File: src/rtl/trig_pkg.sv
// Shared definitions for the trigger-type serialiser: type width, the alignment
// type code, frame length and the FSM state encoding.
package trig_pkg;

  localparam int unsigned TRIG_TYPE_W     = 3;
  localparam int unsigned TRIG_FRAME_BITS = 4;
  localparam int unsigned TRIG_ST_W       = 3;

  typedef logic [TRIG_TYPE_W-1:0] trig_type_t;

  localparam trig_type_t TRIG_TYPE_ALIGN = 3'b010;

  typedef enum logic [TRIG_ST_W-1:0] {
    ST_IDLE  = 3'd0,
    ST_START = 3'd1,
    ST_BIT0  = 3'd2,
    ST_BIT1  = 3'd3,
    ST_BIT2  = 3'd4,
    ST_GAP   = 3'd5
  } trig_state_e;

  // True when the receiver will treat this type as the alignment trigger.
  function automatic logic is_align(input trig_type_t t);
    return t == TRIG_TYPE_ALIGN;
  endfunction

  // Cycles from one pop to the next when frames run back to back.
  function automatic int unsigned frame_period(input int unsigned gap_cycles);
    return TRIG_FRAME_BITS + 1 + gap_cycles;
  endfunction

endpackage

File: src/rtl/trig_type_ser_if.sv
// Request and serial-output bundle between a trigger source and trig_type_ser.
interface trig_type_ser_if
  import trig_pkg::*;
#(
  parameter int unsigned OVF_W = 8
) ();

  logic             in_live;
  logic             trig_req;
  trig_type_t       trig_type;
  logic             req_ready;
  logic             trig_to_adc;
  logic             busy;
  logic             frame_done;
  logic [OVF_W-1:0] ovf_cnt;

  modport master (
    output in_live, trig_req, trig_type,
    input  req_ready, trig_to_adc, busy, frame_done, ovf_cnt
  );

  modport slave (
    input  in_live, trig_req, trig_type,
    output req_ready, trig_to_adc, busy, frame_done, ovf_cnt
  );

endinterface

File: src/rtl/trig_req_fifo.sv
// Synchronous show-ahead FIFO for queued trigger types; flush empties it in one edge.
module trig_req_fifo #(
  parameter int unsigned DEPTH = 4,
  parameter int unsigned W     = 3
) (
  input  logic         clk,
  input  logic         rst_n,
  input  logic         flush,
  input  logic         wr,
  input  logic [W-1:0] wdata,
  input  logic         rd,
  output logic [W-1:0] rdata,
  output logic         full,
  output logic         empty
);

  localparam int unsigned AW = (DEPTH > 1) ? $clog2(DEPTH) : 1;
  localparam int unsigned CW = AW + 1;

  logic [W-1:0]  mem [DEPTH];
  logic [AW-1:0] wptr;
  logic [AW-1:0] rptr;
  logic [CW-1:0] count;
  logic          do_wr;
  logic          do_rd;

  assign full  = (count == CW'(DEPTH));
  assign empty = (count == '0);
  assign do_wr = wr && !full;
  assign do_rd = rd && !empty;
  assign rdata = mem[rptr];

  // Pointers wrap naturally because DEPTH is a power of two.
  always_ff @(posedge clk or negedge rst_n) begin
    if (!rst_n) begin
      wptr  <= '0;
      rptr  <= '0;
      count <= '0;
    end else if (flush) begin
      wptr  <= '0;
      rptr  <= '0;
      count <= '0;
    end else begin
      if (do_wr) wptr <= wptr + AW'(1);
      if (do_rd) rptr <= rptr + AW'(1);
      case ({do_wr, do_rd})
        2'b10:   count <= count + CW'(1);
        2'b01:   count <= count - CW'(1);
        default: count <= count;
      endcase
    end
  end

  always_ff @(posedge clk) begin
    if (do_wr && !flush) mem[wptr] <= wdata;
  end

endmodule

File: src/rtl/trig_type_ser.sv
// Queues trigger requests and serialises each as start bit, three type bits
// (LSB first) and a forced low gap onto trig_to_adc.
module trig_type_ser
  import trig_pkg::*;
#(
  parameter int unsigned FIFO_DEPTH = 4,
  parameter int unsigned GAP_CYCLES = 2,
  parameter int unsigned OVF_W      = 8
) (
  input logic            clk,
  input logic            rst_n,
  trig_type_ser_if.slave bus
);

  localparam int unsigned GAP_W = (GAP_CYCLES > 1) ? $clog2(GAP_CYCLES) : 1;

  trig_state_e      state;
  trig_state_e      state_nx;
  trig_type_t       type_r;
  trig_type_t       type_nx;
  logic [GAP_W-1:0] gap_cnt;
  logic [GAP_W-1:0] gap_nx;
  logic             out_q;
  logic             out_nx;
  logic             done_q;
  logic             done_nx;
  logic             busy_q;
  logic             busy_nx;
  logic [OVF_W-1:0] ovf_q;
  logic [OVF_W-1:0] ovf_nx;

  logic             push;
  logic             pop;
  trig_type_t       fifo_rdata;
  logic             fifo_full;
  logic             fifo_empty;

  // Full is judged before the edge, so a same-edge pop never frees a slot for the push.
  assign push = bus.trig_req && bus.in_live && !fifo_full;
  assign pop  = bus.in_live && (state == ST_IDLE) && !fifo_empty;

  trig_req_fifo #(
    .DEPTH (FIFO_DEPTH),
    .W     (TRIG_TYPE_W)
  ) u_fifo (
    .clk   (clk),
    .rst_n (rst_n),
    .flush (!bus.in_live),
    .wr    (push),
    .wdata (bus.trig_type),
    .rd    (pop),
    .rdata (fifo_rdata),
    .full  (fifo_full),
    .empty (fifo_empty)
  );

  always_ff @(posedge clk or negedge rst_n) begin
    if (!rst_n) begin
      state   <= ST_IDLE;
      type_r  <= '0;
      gap_cnt <= '0;
      out_q   <= 1'b0;
      done_q  <= 1'b0;
      busy_q  <= 1'b0;
      ovf_q   <= '0;
    end else begin
      state   <= state_nx;
      type_r  <= type_nx;
      gap_cnt <= gap_nx;
      out_q   <= out_nx;
      done_q  <= done_nx;
      busy_q  <= busy_nx;
      ovf_q   <= ovf_nx;
    end
  end

  // Next state and the value each state puts on the line at the coming edge.
  always_comb begin
    state_nx = state;
    type_nx  = type_r;
    gap_nx   = gap_cnt;
    out_nx   = 1'b0;
    done_nx  = 1'b0;
    busy_nx  = 1'b0;
    ovf_nx   = ovf_q;

    case (state)
      ST_IDLE: begin
        if (!fifo_empty) begin
          type_nx  = fifo_rdata;
          state_nx = ST_START;
        end
      end
      ST_START: begin
        out_nx   = 1'b1;
        state_nx = ST_BIT0;
      end
      ST_BIT0: begin
        out_nx   = type_r[0];
        state_nx = ST_BIT1;
      end
      ST_BIT1: begin
        out_nx   = type_r[1];
        state_nx = ST_BIT2;
      end
      ST_BIT2: begin
        out_nx   = type_r[2];
        gap_nx   = GAP_W'(GAP_CYCLES - 1);
        state_nx = ST_GAP;
      end
      ST_GAP: begin
        if (gap_cnt == '0) begin
          done_nx  = 1'b1;
          state_nx = ST_IDLE;
        end else begin
          gap_nx = gap_cnt - GAP_W'(1);
        end
      end
      default: state_nx = ST_IDLE;
    endcase

    if (bus.trig_req && fifo_full && (ovf_q != '1)) ovf_nx = ovf_q + OVF_W'(1);

    // A pop only happens when leaving IDLE, so post-edge occupancy reduces to this.
    busy_nx = (state_nx != ST_IDLE) || push || !fifo_empty;

    if (!bus.in_live) begin
      state_nx = ST_IDLE;
      gap_nx   = '0;
      out_nx   = 1'b0;
      done_nx  = 1'b0;
      busy_nx  = 1'b0;
      ovf_nx   = '0;
    end
  end

  assign bus.req_ready   = !fifo_full;
  assign bus.trig_to_adc = out_q;
  assign bus.busy        = busy_q;
  assign bus.frame_done  = done_q;
  assign bus.ovf_cnt     = ovf_q;

endmodule
File: src/flat_wrapper.sv
// flat-port wrapper written by rule: the top's interface ports become plain ports
module trig_type_ser_flat import trig_pkg::*;
#(
  parameter int unsigned FIFO_DEPTH = 4,
  parameter int unsigned GAP_CYCLES = 2,
  parameter int unsigned OVF_W      = 8
)
  (clk, rst_n, bus_in_live, bus_trig_req, bus_trig_type, bus_req_ready, bus_trig_to_adc, bus_busy, bus_frame_done, bus_ovf_cnt);
  trig_type_ser_if #(.OVF_W(OVF_W)) bus_i ();
  input logic clk;
  input logic rst_n;
  input wire logic [$bits(bus_i.in_live)-1:0] bus_in_live;
  input wire logic [$bits(bus_i.trig_req)-1:0] bus_trig_req;
  input wire logic [$bits(bus_i.trig_type)-1:0] bus_trig_type;
  output wire logic [$bits(bus_i.req_ready)-1:0] bus_req_ready;
  output wire logic [$bits(bus_i.trig_to_adc)-1:0] bus_trig_to_adc;
  output wire logic [$bits(bus_i.busy)-1:0] bus_busy;
  output wire logic [$bits(bus_i.frame_done)-1:0] bus_frame_done;
  output wire logic [$bits(bus_i.ovf_cnt)-1:0] bus_ovf_cnt;
  assign bus_i.in_live = bus_in_live;
  assign bus_i.trig_req = bus_trig_req;
  assign bus_i.trig_type = bus_trig_type;
  assign bus_req_ready = bus_i.req_ready;
  assign bus_trig_to_adc = bus_i.trig_to_adc;
  assign bus_busy = bus_i.busy;
  assign bus_frame_done = bus_i.frame_done;
  assign bus_ovf_cnt = bus_i.ovf_cnt;
  trig_type_ser #(.FIFO_DEPTH(FIFO_DEPTH), .GAP_CYCLES(GAP_CYCLES), .OVF_W(OVF_W)) u_core (.clk(clk), .rst_n(rst_n), .bus(bus_i));
endmodule
File: config.mk
export PLATFORM = sky130hd
export DESIGN_NAME = trig_type_ser_flat
export DESIGN_NICKNAME = d
export VERILOG_FILES = /design/src/rtl/trig_pkg.sv /design/src/rtl/trig_type_ser_if.sv /design/src/rtl/trig_req_fifo.sv /design/src/rtl/trig_type_ser.sv /design/src/flat_wrapper.sv
export SDC_FILE = /design/constraint.sdc
export NUM_CORES = 1
export LEC_CHECK = 0
export BUFFER_PORTS_ARGS = -buffer_cell sky130_fd_sc_hd__buf_2
export CAP_MARGIN = 30
export CORE_UTILIZATION = 47
export DETAILED_ROUTE_END_ITERATION = 16
export PLACE_DENSITY = 0.66
export REMOVE_ABC_BUFFERS = 1
export SYNTH_ARGS = -nofsm -noshare
export SYNTH_HDL_FRONTEND = slang
export SYNTH_SLANG_ARGS = --single-unit
File: constraint.sdc
create_clock -name clk -period 3.4 [get_ports clk]
set_input_delay 0.85 -clock clk [delete_from_list [all_inputs] [get_ports clk]]
set_output_delay 0.85 -clock clk [all_outputs]
set_load 0.005 [all_outputs]
==> impl_metrics.csv <==
group,metric,value,unit
pwr,cellInternalPower,0.972,mW
timing,setup_viol,0,
finish,syn_to_final_growth,12.2,%
clock_tree,cts-buffers-inserted,5,
global_route,grt_pass1_wl,5740,um
critical_path,critPathKind,"in -> reg",
global_route,maximum_number_of_pins_on_one_net_before_global_route_repair,26,
critical_path,worst-endpoint-arrival,2.81,ns
die,effective_utilization_at_floorplan,49.4,%
critical_path,critical_path.max_fanout,16,
pwr,power.combinational.fraction,30.3,%
placement,numPortBuffers,18,
drt,routed_wire_length_per_instance,14.9,um
synthesis,ys_async_sr_fraction,67.6,%
clock_tree,worst_setup_hold_path_clk_slew,0.08,ns
drt,route.final.wire_length,3300,um
timing,rsz0062_at_grt,"false",
clock_tree,clock-root-buffer,"clkbuf_8",
timing,measured_slew_at_the_worst_slew_check_pin,0.552,ns
clock_tree,number_of_hold_buffers_added_after_cts,0,
clock_tree,tritoncts_num_sinks,37,
pwr,static-leakage-power,0.862,nW
global_route,grt_use_total,18.7,%
global_route,gr_overflow_total,0,
pwr,seqPwrFrac,43.7,%
synthesis,postSynth.topFlopCell,"dfrtp_1",
drt,vias,1217,
timing,period_share,76.4,%
placement,dp_hpwl,2330,um
drt,viasPerCell,5.48,
pwr,power-per-cell-area,707,nW/um^2
clock_tree,clock_tree_from_tritoncts,"built",
pwr,ir_worst_vdd,0.283,mV
synthesis,synth_edf_count,12,
clock_tree,clock_tree.buffer_depth,2,
die,core,3690,um^2
synthesis,syn_avg_cell_area,11.7,um^2
timing,finalCriticalPeriod,2.60,ns
critical_path,endpoint_kind,"register",
die,top_level_ports,19,
finish,commonest_non_fill_non_tap_cells_in_the_layout,"dfrtp_1, buf_2, nor2_1, edfxtp_1, nand2_1",
clock_tree,clock_latency,0.29,ns
critical_path,startpoint_type,"input pin",
finish,most_common_cell_after_layout_fill_and_taps_aside,"dfrtp_1",
clock_tree,postCtsSetupBuffers,0,
finish,fin_area,2050,um^2
finish,nets,186,
timing,slew_headroom,63.2,%
timing,finalSetupTns,0,ns
finish,diodes_inserted,0,
pwr,switching_fraction,32.8,%
timing,final_max_slew_viol_count,0,
hold_path,timing.hold.worst.class,"reg -> reg",
die,die_h,64.3,um
synthesis,postSynthCellCount,156,
timing,hold_slack,0.499,ns
synthesis,cell_area_synth,1820,um^2
global_route,grt_antenna_before_repair,0,
critical_path,critical_path_required,3.62,ns
run_status,status,"finished, final reports clean",
synthesis,synthDistinctLibCells,44,
placement,post_dp_cell_area,1930,um^2
die,placementRows,22,
placement,gp_routability_congestion,0.787,
timing,finalHoldViolCount,0,
pwr,post-layout-total-power,1.45,mW
synthesis,synth_seq_area_share,54.1,%
synthesis,synth-warning-count,0,
drt,remaining_drc_errors,0,
die,die_x,64.3,um
job,max_cap_violations,0,
clock_tree,cts-resized-gates,0,
drt,drt-pass1-iter-count,4,
finish,fill_cells,338,
pwr,switching_power,0.474,mW
synthesis,synth.ff_latch_count,37,
global_route,first_global_vias,1197,
die,design.die.area,4130,um^2
finish,finalCoreUtilization,55.5,%
drt,ant_nets,0,
pwr,clkPwrFrac,26.0,%
drt,drt_first_iter_violations,75,
clock_tree,htreeDepth,2,
finish,layout-drive-gt1-share,19.0,%
timing,final.setup_skew,0.0111,ns
timing,max_clock_freq,385,MHz
[kinds of logic (layout without fill, tap and decap cells)]
family,Yosys count,after routing,synth area share [%]
buffers and inverters,14,32,3.36
flip-flops,37,37,54.1
adder cells (fa/ha/maj),6,6,4.53
multiplexers,10,10,7.82
AND/OR/NAND/NOR,58,58,17.9
AO/OA/AOI/OAI,24,24,8.51
XOR/XNOR,7,7,3.78
[power groups by stage]
| stage | Clock (mW) | Combinational (mW) | Sequential (mW) |
|---|---|---|---|
| after global routing | 0.402 | 0.495 | 0.650 |
| after global placement | 0 | 0.424 | 0.636 |
| after detailed placement | 0 | 0.440 | 0.644 |
| after CTS | 0.384 | 0.444 | 0.634 |
| after floorplan | 0 | 0.343 | 0.620 |
| final | 0.377 | 0.438 | 0.632 |
[per-stage QoR]
stage               cells  setup WS (ns)
finish                222          0.803
detailed placement    214          0.537
global route          222          0.637
floorplan             148          0.990
CTS                   222          0.830
global placement      214          0.642
[state kept, by name (all words and copies together) (netlist names)]
register and cells:
u_core.u_fifo.mem 12, u_core.u_fifo.count 3, u_core.bus.ovf_cnt 8, u_core.u_fifo.wptr 2, u_core.state 3, u_core.bus.busy 1, u_core.bus.trig_to_adc 1, u_core.u_fifo.rptr 2
u_core.gap_cnt 1, u_core.type_r 3, u_core.bus.frame_done 1
[layout make-up]
cell class	count	area [um^2]	share of cell area, %
sequential	37	986	48.2
multi-input combinational	105	776	37.9
timing repair buffer	18	90.1	4.40
clock buffer	6	72.6	3.55
tap	48	60.1	2.94
clock inverter	2	38.8	1.90
inverter	6	22.5	1.10
[final timing paths]
check / start / end / slack [ns] / cells after the start
setup / recovery: bus_in_live / u_core.u_fifo.count[2]$_DFFE_PN0P_ / 0.80 / 8
hold / removal: u_core.type_r[0]$_DFFE_PN0P_ / u_core.type_r[0]$_DFFE_PN0P_ / 0.50 / 1
max in group asynchronous: rst_n / u_core.u_fifo.wptr[0]$_DFFE_PN0P_ / 2.48 / 1
setup reg to reg: u_core.u_fifo.count[1]$_DFFE_PN0P_ / u_core.u_fifo.count[2]$_DFFE_PN0P_ / 0.81 / 8
min in group asynchronous: rst_n / u_core.bus.trig_to_adc$_DFF_PN0_ / 0.54 / 1
hold reg to reg: u_core.type_r[0]$_DFFE_PN0P_ / u_core.type_r[0]$_DFFE_PN0P_ / 0.50 / 1
[cells in the mapped netlist, types with 3 or more instances]
library cell / n / area [um^2]
mux2i_1: 3 / 30.0
nand2b_1: 3 / 18.8
o31ai_1: 3 / 22.5
nand2_1: 10 / 37.5
and2_1: 4 / 25.0
nand4_1: 3 / 18.8
clkbuf_1: 6 / 22.5
mux4_2: 3 / 67.6
dfrtp_1: 25 / 626
nor3_1: 5 / 25.0
nand3b_1: 4 / 30.0
xnor2_1: 4 / 35.0
nand3_1: 5 / 25.0
ha_1: 5 / 62.6
nor2_1: 12 / 45.0
inv_1: 6 / 22.5
edfxtp_1: 12 / 360
o21ai_1: 4 / 20.0
mux2_1: 3 / 33.8
a21oi_1: 8 / 40.0
[worst max-delay path, stage by stage]
cell and delay (ns):
buf_2 0.17, inv_1 0.40, nor3_1 0.16, fa_1 0.50, nor3_1 0.25, a21oi_1 0.06
mux2_1 0.28, a21oi_1 0.15
[layer usage]
metal / part of all wire (%) / track usage, % / vias to the layer above
met5: 0 / 0 / -
met4: 1.4 / 7.22 / 0
met3: 3.0 / 5.00 / 7
met2: 48 / 29.2 / 17
met1: 48 / 24.8 / 601
li1: - / - / 592
No activity file was read; power rests on OpenSTA's default activity.
